--- config.mk ---
export PLATFORM = sky130hd
export DESIGN_NAME = trng_api_master
export DESIGN_NICKNAME = d
export VERILOG_FILES = /design/src/rtl/trng_api_master.sv
export SDC_FILE = /design/constraint.sdc
export NUM_CORES = 1
export LEC_CHECK = 0
export CAP_MARGIN = 20
export CORE_MARGIN = 2
export CORE_UTILIZATION = 46
export CTS_CLUSTER_SIZE = 8
export DETAILED_ROUTE_END_ITERATION = 8
export GPL_ROUTABILITY_DRIVEN = 0
export PLACE_DENSITY = 0.76
export SLEW_MARGIN = 20
export SYNTH_ARGS = -nofsm -noshare
export SYNTH_HDL_FRONTEND = slang
export SYNTH_SLANG_ARGS = --single-unit
--- constraint.sdc ---
create_clock -name clk -period 2.05 [get_ports clk]
set_input_delay 0.3075 -clock clk [delete_from_list [all_inputs] [get_ports clk]]
set_output_delay 0.3075 -clock clk [all_outputs]
set_load 0.02 [all_outputs]
--- src/rtl/trng_api_master.sv ---
// rtl/trng_api_master.sv - framed byte-stream initiator for the TRNG register API (optional TRNG_API_MASTER_TIMEOUT_EN)
module trng_api_master #(
    parameter logic [7:0]  SOC            = 8'h55,
    parameter logic [7:0]  EOC            = 8'haa,
    parameter logic [7:0]  SOR            = 8'haa,
    parameter logic [7:0]  EOR            = 8'h55,
    parameter logic [31:0] TIMEOUT_CYCLES = 32'd1000000
) (
    input  logic        clk,
    input  logic        reset_n,
    input  logic        rx_syn,
    input  logic [7:0]  rx_data,
    output logic        rx_ack,
    output logic        tx_syn,
    output logic [7:0]  tx_data,
    input  logic        tx_ack,
    output logic        cs,
    output logic        we,
    output logic [7:0]  address,
    output logic [31:0] write_data,
    input  logic [31:0] read_data,
    input  logic        error,
    output logic        busy
);

    typedef enum logic [2:0] {
        RX_SOC, RX_CMD, RX_ADDR, RX_DATA, RX_EOC, ACCESS, TX_RESP
    } state_t;

    state_t      state, state_next;
    logic        rx_state;
    logic        byte_take;
    logic        is_write;
    logic        cmd_valid;
    logic [1:0]  data_cnt;
    logic [7:0]  resp_buf [8];
    logic [2:0]  resp_last;
    logic [2:0]  tx_idx;
    logic        tx_done;
    logic        timeout;

    assign rx_state  = (state != ACCESS) && (state != TX_RESP);
    assign byte_take = rx_syn && !rx_ack && rx_state;
    assign cmd_valid = (rx_data == 8'h10) || (rx_data == 8'h11);
    assign tx_done   = tx_syn && tx_ack && (tx_idx == resp_last);

    assign cs   = (state == ACCESS);
    assign we   = cs && is_write;
    assign busy = (state != RX_SOC);

`ifdef TRNG_API_MASTER_TIMEOUT_EN
    logic [31:0] gap_cnt;

    // Gap counter only runs while a frame is partially received.
    always_ff @(posedge clk or negedge reset_n) begin
        if (!reset_n) begin
            gap_cnt <= 32'd0;
        end else if (byte_take || !rx_state || state == RX_SOC) begin
            gap_cnt <= 32'd0;
        end else if (!timeout) begin
            gap_cnt <= gap_cnt + 32'd1;
        end
    end

    assign timeout = (gap_cnt == TIMEOUT_CYCLES);
`else
    logic unused_timeout;
    assign unused_timeout = ^TIMEOUT_CYCLES;
    assign timeout        = 1'b0;
`endif

    always_ff @(posedge clk or negedge reset_n) begin
        if (!reset_n) begin
            state <= RX_SOC;
        end else begin
            state <= state_next;
        end
    end

    always_comb begin
        state_next = state;
        case (state)
            RX_SOC:  if (byte_take && rx_data == SOC) state_next = RX_CMD;
            RX_CMD:  if (byte_take) state_next = cmd_valid ? RX_ADDR : TX_RESP;
            RX_ADDR: if (byte_take) state_next = is_write ? RX_DATA : RX_EOC;
            RX_DATA: if (byte_take && data_cnt == 2'd3) state_next = RX_EOC;
            RX_EOC:  if (byte_take) state_next = (rx_data == EOC) ? ACCESS : RX_SOC;
            ACCESS:  state_next = TX_RESP;
            TX_RESP: if (tx_done) state_next = RX_SOC;
            default: state_next = RX_SOC;
        endcase
        if (timeout && !byte_take) begin
            state_next = RX_SOC;
        end
    end

    always_ff @(posedge clk or negedge reset_n) begin
        if (!reset_n) begin
            rx_ack     <= 1'b0;
            tx_syn     <= 1'b0;
            tx_data    <= 8'h00;
            is_write   <= 1'b0;
            data_cnt   <= 2'd0;
            address    <= 8'h00;
            write_data <= 32'h0;
            resp_last  <= 3'd0;
            tx_idx     <= 3'd0;
            for (int i = 0; i < 8; i++) begin
                resp_buf[i] <= 8'h00;
            end
        end else begin
            if (byte_take) begin
                rx_ack <= 1'b1;
            end else if (!rx_syn) begin
                rx_ack <= 1'b0;
            end

            if (byte_take) begin
                case (state)
                    RX_CMD: begin
                        is_write <= (rx_data == 8'h11);
                        if (!cmd_valid) begin
                            resp_buf[0] <= SOR;
                            resp_buf[1] <= 8'hfe;
                            resp_buf[2] <= rx_data;
                            resp_buf[3] <= EOR;
                            resp_last   <= 3'd3;
                            tx_idx      <= 3'd0;
                        end
                    end
                    RX_ADDR: begin
                        address  <= rx_data;
                        data_cnt <= 2'd0;
                    end
                    RX_DATA: begin
                        write_data <= {write_data[23:0], rx_data};
                        data_cnt   <= data_cnt + 2'd1;
                    end
                    default: ;
                endcase
            end

            // The responder's result is captured as ACCESS ends; SOR goes out immediately.
            if (state == ACCESS) begin
                resp_buf[0] <= SOR;
                resp_buf[2] <= address;
                tx_idx      <= 3'd0;
                tx_syn      <= 1'b1;
                tx_data     <= SOR;
                if (error || is_write) begin
                    resp_buf[1] <= error ? 8'hfd : 8'h7e;
                    resp_buf[3] <= EOR;
                    resp_last   <= 3'd3;
                end else begin
                    resp_buf[1] <= 8'h7f;
                    resp_buf[3] <= read_data[31:24];
                    resp_buf[4] <= read_data[23:16];
                    resp_buf[5] <= read_data[15:8];
                    resp_buf[6] <= read_data[7:0];
                    resp_buf[7] <= EOR;
                    resp_last   <= 3'd7;
                end
            end

            if (state == TX_RESP) begin
                if (tx_syn && tx_ack) begin
                    tx_syn <= 1'b0;
                    tx_idx <= tx_idx + 3'd1;
                end else if (!tx_syn && !tx_ack) begin
                    tx_syn  <= 1'b1;
                    tx_data <= resp_buf[tx_idx];
                end
            end
        end
    end

endmodule

==> qor.csv, run 1 <==
metric,value,unit
row_count,36,
rrSetupSlack,0.12,ns
hold_viol_final,0,
vias,3620,
timing.rr.start,resp_buf[54]$_DFFE_PN0P_,
fmax,0.5127,GHz
post-place-ws,-0.2943,ns
stdcell_area,6192,um2
power_density,1273,nW/um2
crit_type,reg -> out,
slew_headroom,69.09,%
routed_wl,11190,um
drive_above_1_share,17.17,%
grt_pass1_vias,3773,
hp-class,in -> async,
grt_pass1_wl,18800,um
fillers,829,
die_h,105.0,um
drc,0,
cts_setup_buffers,0,
regToRegEndpoint,state[1]$_DFFE_PN0P_,
boundaryPins,98,
p_clk_share,16.0,%
fin_crit_sh,95.14,%
finClkSkew,0.01477,ns
syn-num-nets,495,
grt_antenna_before_repair,0,
yosysUniqueCellTypes,44,
syn_avg_cell_area,10.51,um2
seqPwrFrac,42.9,%
r2r_cells,6,
cp_num_buf_inv,2,
crit_path_top_delay_cell,dfrtp_1,
final_cell_mix,"116 x nand2_1, 105 x dfrtp_1, 93 x clkdlybuf4s50_1",
wl_per_cell,16.03,um
endpoint,busy,
path_cells,buf_4 -> nor2_1 -> nand2_1 -> dlygate4sd2_1,
yosys_register_bits,105,
clockBufferDepth,2,
synthArstFlopShare,100.0,%
endpoint_kind,primary output,
worst_pin_slew,0.4601,ns
finalSetupViolations,0,
synth-edff-count,0,
port_buffers,97,
grt_overflow_total,0,
initial_utilization,47.76,%
rsz0062_at_grt,no,
synth_top_area_cell,dfrtp_1,
cts_buffers,9,
finalPower,0.007884,W
cp-start-kind,flop,
ys_warn_count,0,
syn2layout_area_growth,32.04,%
setup_ws,0.09955,ns
ctsHtreeMaxLevel,3,
drtPass1Iterations,4,
power_switching,0.002935,W
ys.flop_type,dfrtp_1,
cp_top_family,buffers and inverters,
clk_latency,0.37,ns
dieArea,11020,um2
required,1.74,ns
diodes,0,
max_stage_delay,0.47,ns
crit_path_start,state[1]$_DFFE_PN0P_,
cap_viol_max_count,0,
postRouteAntennaNets,0,
cts_sinks,105,
p_leak,2.787,nW
cp_max_fo,7,
synth_cells,446,
peakVddDrop,0.0006416,V
yosys.area.top_type_share,56.03,%
cts.reportedPaths.clkPinSlew,0.11,ns
ys_seq_area_share,56.03,%
final_common_cell,nand2_1,
swShare,37.23,%
synth.area.top_cells,"dfrtp_1 56%, mux2_2 10%, nand2_1 9.3%",
slew_violations,0,
cts_tree,built,
first_iter_violations,214,
nets,609,
via_per_inst,5.186,
arrival,1.64,ns
grt_use_total,21.40,%
fin_crit,1.950,ns
cp_num_cells,4,
grt_max_degree,61,
core_area,9819,um2
cts_root_buffer,clkbuf_8,
dpl-instance-area,5986,um2
status,finished clean,
die_x,105.0,um
power.internal,0.004949,W
pwr-share-comb,41.0,%
syn-cell-area,4689,um2
dp_hpwl,8127,um
layout make-up:
class	count	area [um2]	share of cell area [%]
well taps	133	166.4	2.687
clock buffers	10	137.6	2.223
clock inverters	6	57.56	0.9295
inverters	6	22.52	0.3637
repair buffers	128	1237	19.98
flip-flops and latches	105	2628	42.43
multi-input cells	310	1943	31.38
registers in the layout (all words and copies together), names as in the netlist:
register,flops
tx_data,8
resp_buf,45
address,8
write_data,32
tx_idx,3
rx_ack,1
tx_syn,1
data_cnt,2
resp_last,1
state,3
is_write,1
per-stage QoR:
| stage | hold WS (ns) | TNS [ns] | cells | util [%] |
|---|---|---|---|---|
| floorplan | 0.01191 | 0 | 446 | - |
| global placement | 0.2584 | -1.404 | 681 | 60.96 |
| detailed placement | 0.2638 | -1.733 | 681 | 60.96 |
| CTS | 0.3875 | 0 | 698 | 63.01 |
| global route | 0.4348 | 0 | 698 | 63.06 |
| finish | 0.4319 | 0 | 698 | 63.06 |
synth_stat cells, types with 2 or more instances:
cell type / n
nand2_1: 116
dfrtp_1: 105
mux2_2: 42
o21ai_0: 28
nor2_1: 21
clkbuf_1: 17
a21oi_1: 14
mux2i_1: 12
nand3_1: 10
a31oi_1: 8
buf_2: 6
inv_1: 6
nor2b_1: 5
o22a_1: 5
a22o_1: 4
ha_1: 4
nand2b_1: 4
o22ai_1: 4
o211ai_1: 3
a221o_1: 2
buf_1: 2
mux4_2: 2
nor3_1: 2
o21a_1: 2
o31ai_1: 2
or3_1: 2
layer usage:
layer / GRT usage (%) / part of all wire [%]
met1: 28.50 / 44
met2: 36.64 / 52
met3: 3.930 / 2.9
met4: 4.571 / 0.44
met5: 0 / 0
power groups by stage:
stage	Sequential, W	Clock, W	Combinational (W)
after floorplan	0.00364	0	0.00158
after global placement	0.00337	0	0.00314
after detailed placement	0.00342	0	0.00324
after CTS	0.00338	0.00129	0.00325
after global routing	0.00348	0.00136	0.00357
final	0.00338	0.00126	0.00324
cell families (layout without fill, tap and decap cells):
family          after synthesis  count (layout)  share of synthesized area [%]
fa+ha+maj                     4               4                          1.067
simple gates                170             170                          15.88
flops                       105             105                          56.03
buf+inv                      31             150                          2.641
mux                          56              56                          13.61
compound gates               78              78                          10.41
xor+xnor                      2               2                         0.3736
what timing repair did:
item	4_1_cts	5_1_grt
endpoints found under the hold margin	26	0
cloned	0	0
pin swaps	0	0
hold buffers	1	0
endpoints found under the setup margin	3	25
resized for setup	3	1
worst min path at each step:
| stage | to | cells after the start | slack [ns] | start |
|---|---|---|---|---|
| global placement | write_data[18]$_DFFE_PN0P_ | 1 | 0.26 | reset_n |
| floorplan | address[0]$_DFFE_PN0P_ | 0 | 0.01 | reset_n |
| global route | state[1]$_DFFE_PN0P_ | 2 | 0.43 | reset_n |
| CTS | write_data[10]$_DFFE_PN0P_ | 2 | 0.39 | reset_n |
| detailed placement | write_data[10]$_DFFE_PN0P_ | 1 | 0.26 | reset_n |
| finish | state[1]$_DFFE_PN0P_ | 2 | 0.43 | reset_n |
Power figures use the tool's default switching activity.
==> run 2, diff against run 1 <==
--- a/config.mk
+++ b/config.mk
@@ -8,11 +8,11 @@
 export CAP_MARGIN = 20
 export CORE_MARGIN = 2
 export CORE_UTILIZATION = 46
+export CTS_CLUSTER_DIAMETER = 40
 export CTS_CLUSTER_SIZE = 8
 export DETAILED_ROUTE_END_ITERATION = 8
 export GPL_ROUTABILITY_DRIVEN = 0
 export PLACE_DENSITY = 0.76
-export SLEW_MARGIN = 20
 export SYNTH_ARGS = -nofsm -noshare
 export SYNTH_HDL_FRONTEND = slang
 export SYNTH_SLANG_ARGS = --single-unit
==> results of run 2 <==
The final DEF is identical to that of run 1; final timing and power are the same.
==> run 3, diff against run 2 <==
--- a/config.mk
+++ b/config.mk
@@ -5,14 +5,15 @@
 export SDC_FILE = /design/constraint.sdc
 export NUM_CORES = 1
 export LEC_CHECK = 0
+export ABC_AREA = 1
 export CAP_MARGIN = 20
 export CORE_MARGIN = 2
-export CORE_UTILIZATION = 46
+export CORE_UTILIZATION = 51
 export CTS_CLUSTER_DIAMETER = 40
 export CTS_CLUSTER_SIZE = 8
 export DETAILED_ROUTE_END_ITERATION = 8
 export GPL_ROUTABILITY_DRIVEN = 0
-export PLACE_DENSITY = 0.76
+export PLACE_DENSITY = 0.79
 export SYNTH_ARGS = -nofsm -noshare
 export SYNTH_HDL_FRONTEND = slang
 export SYNTH_SLANG_ARGS = --single-unit
==> constraint.sdc (replaced) <==
create_clock -name clk -period 2.1 [get_ports clk]
set_input_delay 0.315 -clock clk [delete_from_list [all_inputs] [get_ports clk]]
set_output_delay 0.315 -clock clk [all_outputs]
set_load 0.02 [all_outputs]
==> qor.csv, run 3 <==
metric,value,unit
status,finished clean,
path_cells,inv_2 -> nand3_1 -> clkdlybuf4s50_1,
core_area,9196,um2
netlist_top_cells_count,"120 x nand2_1, 105 x dfrtp_1, 50 x inv_1, 45 x o21ai_0, 38 x nor2_1",
dp_hpwl,8298,um
slew_violations,0,
diodes,0,
slew_headroom,70.91,%
largest-register,resp_buf,
vias,3728,
cap_viol_max_count,0,
dp.cells,699,
wl_per_cell,15.43,um
drc,0,
grt_pass1_vias,3801,
ys_seq_area_share,54.63,%
drtPass1Iterations,4,
yosysUniqueCellTypes,31,
cp-start-kind,flop,
syn-num-nets,542,
cts_sinks,105,
grt_busiest_layer,met2,
die_h,101.1,um
power_density,1297,nW/um2
largest_reg_flops,45,
hold_viol_final,0,
fillers,742,
finalPower,0.008021,W
via_per_inst,5.207,
stdcell_area,6186,um2
fin_crit_sh,96.71,%
syn_avg_cell_area,9.756,um2
routed_wl,11050,um
instances_no_fill,716,
post-place-ws,0.1736,ns
crit_type,reg -> out,
largestRegisters,"resp_buf x45, write_data x32",
synthArstFlopShare,100.0,%
die_x,101.1,um
syn-cell-area,4810,um2
synth.area.top_cells,"dfrtp_1 55%, nand2_1 9.4%, mux2_4 6.2%",
finClkSkew,0.01199,ns
synth-edff-count,0,
clockBufferDepth,2,
port_buffers,97,
synth_most_common_cell,nand2_1,
grt_max_degree,45,
cts_tree,built,
max_stage_delay,0.57,ns
grt_use_met1,30.43,%
hp-class,in -> async,
cp_num_buf_inv,2,
final_common_cell,nand2_1,
ctsHtreeMaxLevel,3,
nets,649,
grt_pass1_wl,18210,um
fmax,0.4924,GHz
dpl-instance-area,5968,um2
peakVddDrop,0.0006799,V
rsz0062_at_grt,no,
cts_root_buffer,clkbuf_8,
postRouteAntennaNets,0,
cts_buffers,9,
first_iter_violations,245,
synth_top_area_cell,dfrtp_1,
grt_use_total,23.01,%
r2r_cells,11,
worst_pin_slew,0.4359,ns
cts.reportedPaths.clkPinSlew,0.11,ns
finalSetupViolations,0,
ys_warn_count,0,
yosys.area.top_type_share,54.63,%
final_cell_mix,"120 x nand2_1, 102 x dfrtp_1, 94 x clkdlybuf4s50_1",
endpoint_kind,primary output,
cp_max_fo,6,
yosys_register_bits,105,
fin_crit,2.031,ns
finalSetupTns,0,ns
synth_cells,493,
cp_top_family,buffers and inverters,
p_leak,2.992,nW
setup_ws,0.06915,ns
row_count,35,
grt_antenna_before_repair,0,
boundaryPins,98,
clk_latency,0.38,ns
arrival,1.72,ns
syn2layout_area_growth,28.62,%
dieArea,10220,um2
grt_overflow_total,0,
cp_num_cells,3,
drive_above_1_share,14.55,%
initial_utilization,52.30,%
met2_usage,37.75,%
grt_use_met3,3.745,%
crit_path_top_delay_cell,clkdlybuf4s50_1,
required,1.78,ns
ys.flop_type,dfrtp_1,
[run 3: cell types whose count changed after synthesis, sizes merged, moves of 5 or more]
| cell | previous run | this run |
|---|---|---|
| inv | 6 | 53 |
| nor2 | 21 | 43 |
| o21ai | 29 | 51 |
| clkbuf | 17 | 2 |
| mux2i | 12 | 0 |
| a31oi | 8 | 0 |
| nand2 | 116 | 124 |
| nand4 | 1 | 8 |
| nand3 | 10 | 15 |
| nor2b | 5 | 0 |
| o221ai | 0 | 5 |
| o22a | 5 | 0 |
[run 3: kinds of logic after synthesis]
group | after synthesis | share of synthesized area (%)
AOI/OAI and AO/OA | 79 | 9.131
buffers and inverters | 67 | 5.983
DFF | 105 | 54.63
adders and majority gates | 4 | 1.041
muxes | 46 | 12.33
xor gates and xnor gates | 1 | 0.1821
and+or+nand+nor | 191 | 16.70
[run 3: worst paths after layout]
check | from | to | slack [ns]
worst min-delay path | reset_n | write_data[29]$_DFFE_PN0P_ | 0.36
max in group asynchronous | reset_n | resp_buf[30]$_DFFE_PN0P_ | 1.13
min in group clk | resp_buf[0]$_DFFE_PN0P_ | resp_buf[0]$_DFFE_PN0P_ | 0.47
worst min register to register | resp_buf[0]$_DFFE_PN0P_ | resp_buf[0]$_DFFE_PN0P_ | 0.47
worst max-delay path | state[0]$_DFFE_PN0P_ | busy | 0.07
worst max register to register | tx_idx[1]$_DFF_PN0_ | state[0]$_DFFE_PN0P_ | 0.29
[run 3: area by class of cell]
class	instances	area, um2	share of cell area, %
clock inverters	6	72.57	1.173
inverters	53	198.9	3.216
well taps	111	138.9	2.245
clock buffers	10	137.6	2.225
repair buffers	110	1112	17.98
multi-input cells	321	1894	30.62
flip-flops and latches	105	2631	42.54
[run 3: repair_timing]
item / 4_1_cts / 5_1_grt
resized for setup: 2 / 5
hold endpoints to repair: 21 / 0
setup endpoints to repair: 2 / 2
hold buffers: 1 / 0
setup buffers: 0 / 0
[run 3: power by group]
part	switching [W]	leakage (nW)	internal [W]	total, W
combinational	0.00179	1.57	0.00157	0.00335
sequential	0.000536	1.32	0.00280	0.00334
clock	0.000729	0.104	0.000599	0.00133
[run 3: stage by stage]
stage | utilization (%) | hold slack [ns]
2_1_floorplan | - | 0.01941
3_3_place_gp | 64.90 | 0.2363
3_5_place_dp | 64.90 | 0.2356
4_1_cts | 67.27 | 0.3668
5_1_grt | 67.27 | 0.3867
6_report | 67.27 | 0.3557
[run 3: metal layers]
metal | part of all wire (%) | up-vias | wire length, um
met5 | 0 | - | 0
met4 | 2.4 | 0 | 265
met3 | 5.2 | 19 | 579
met2 | 48 | 120 | 5328
met1 | 44 | 1762 | 4874
li1 | - | 1827 | -
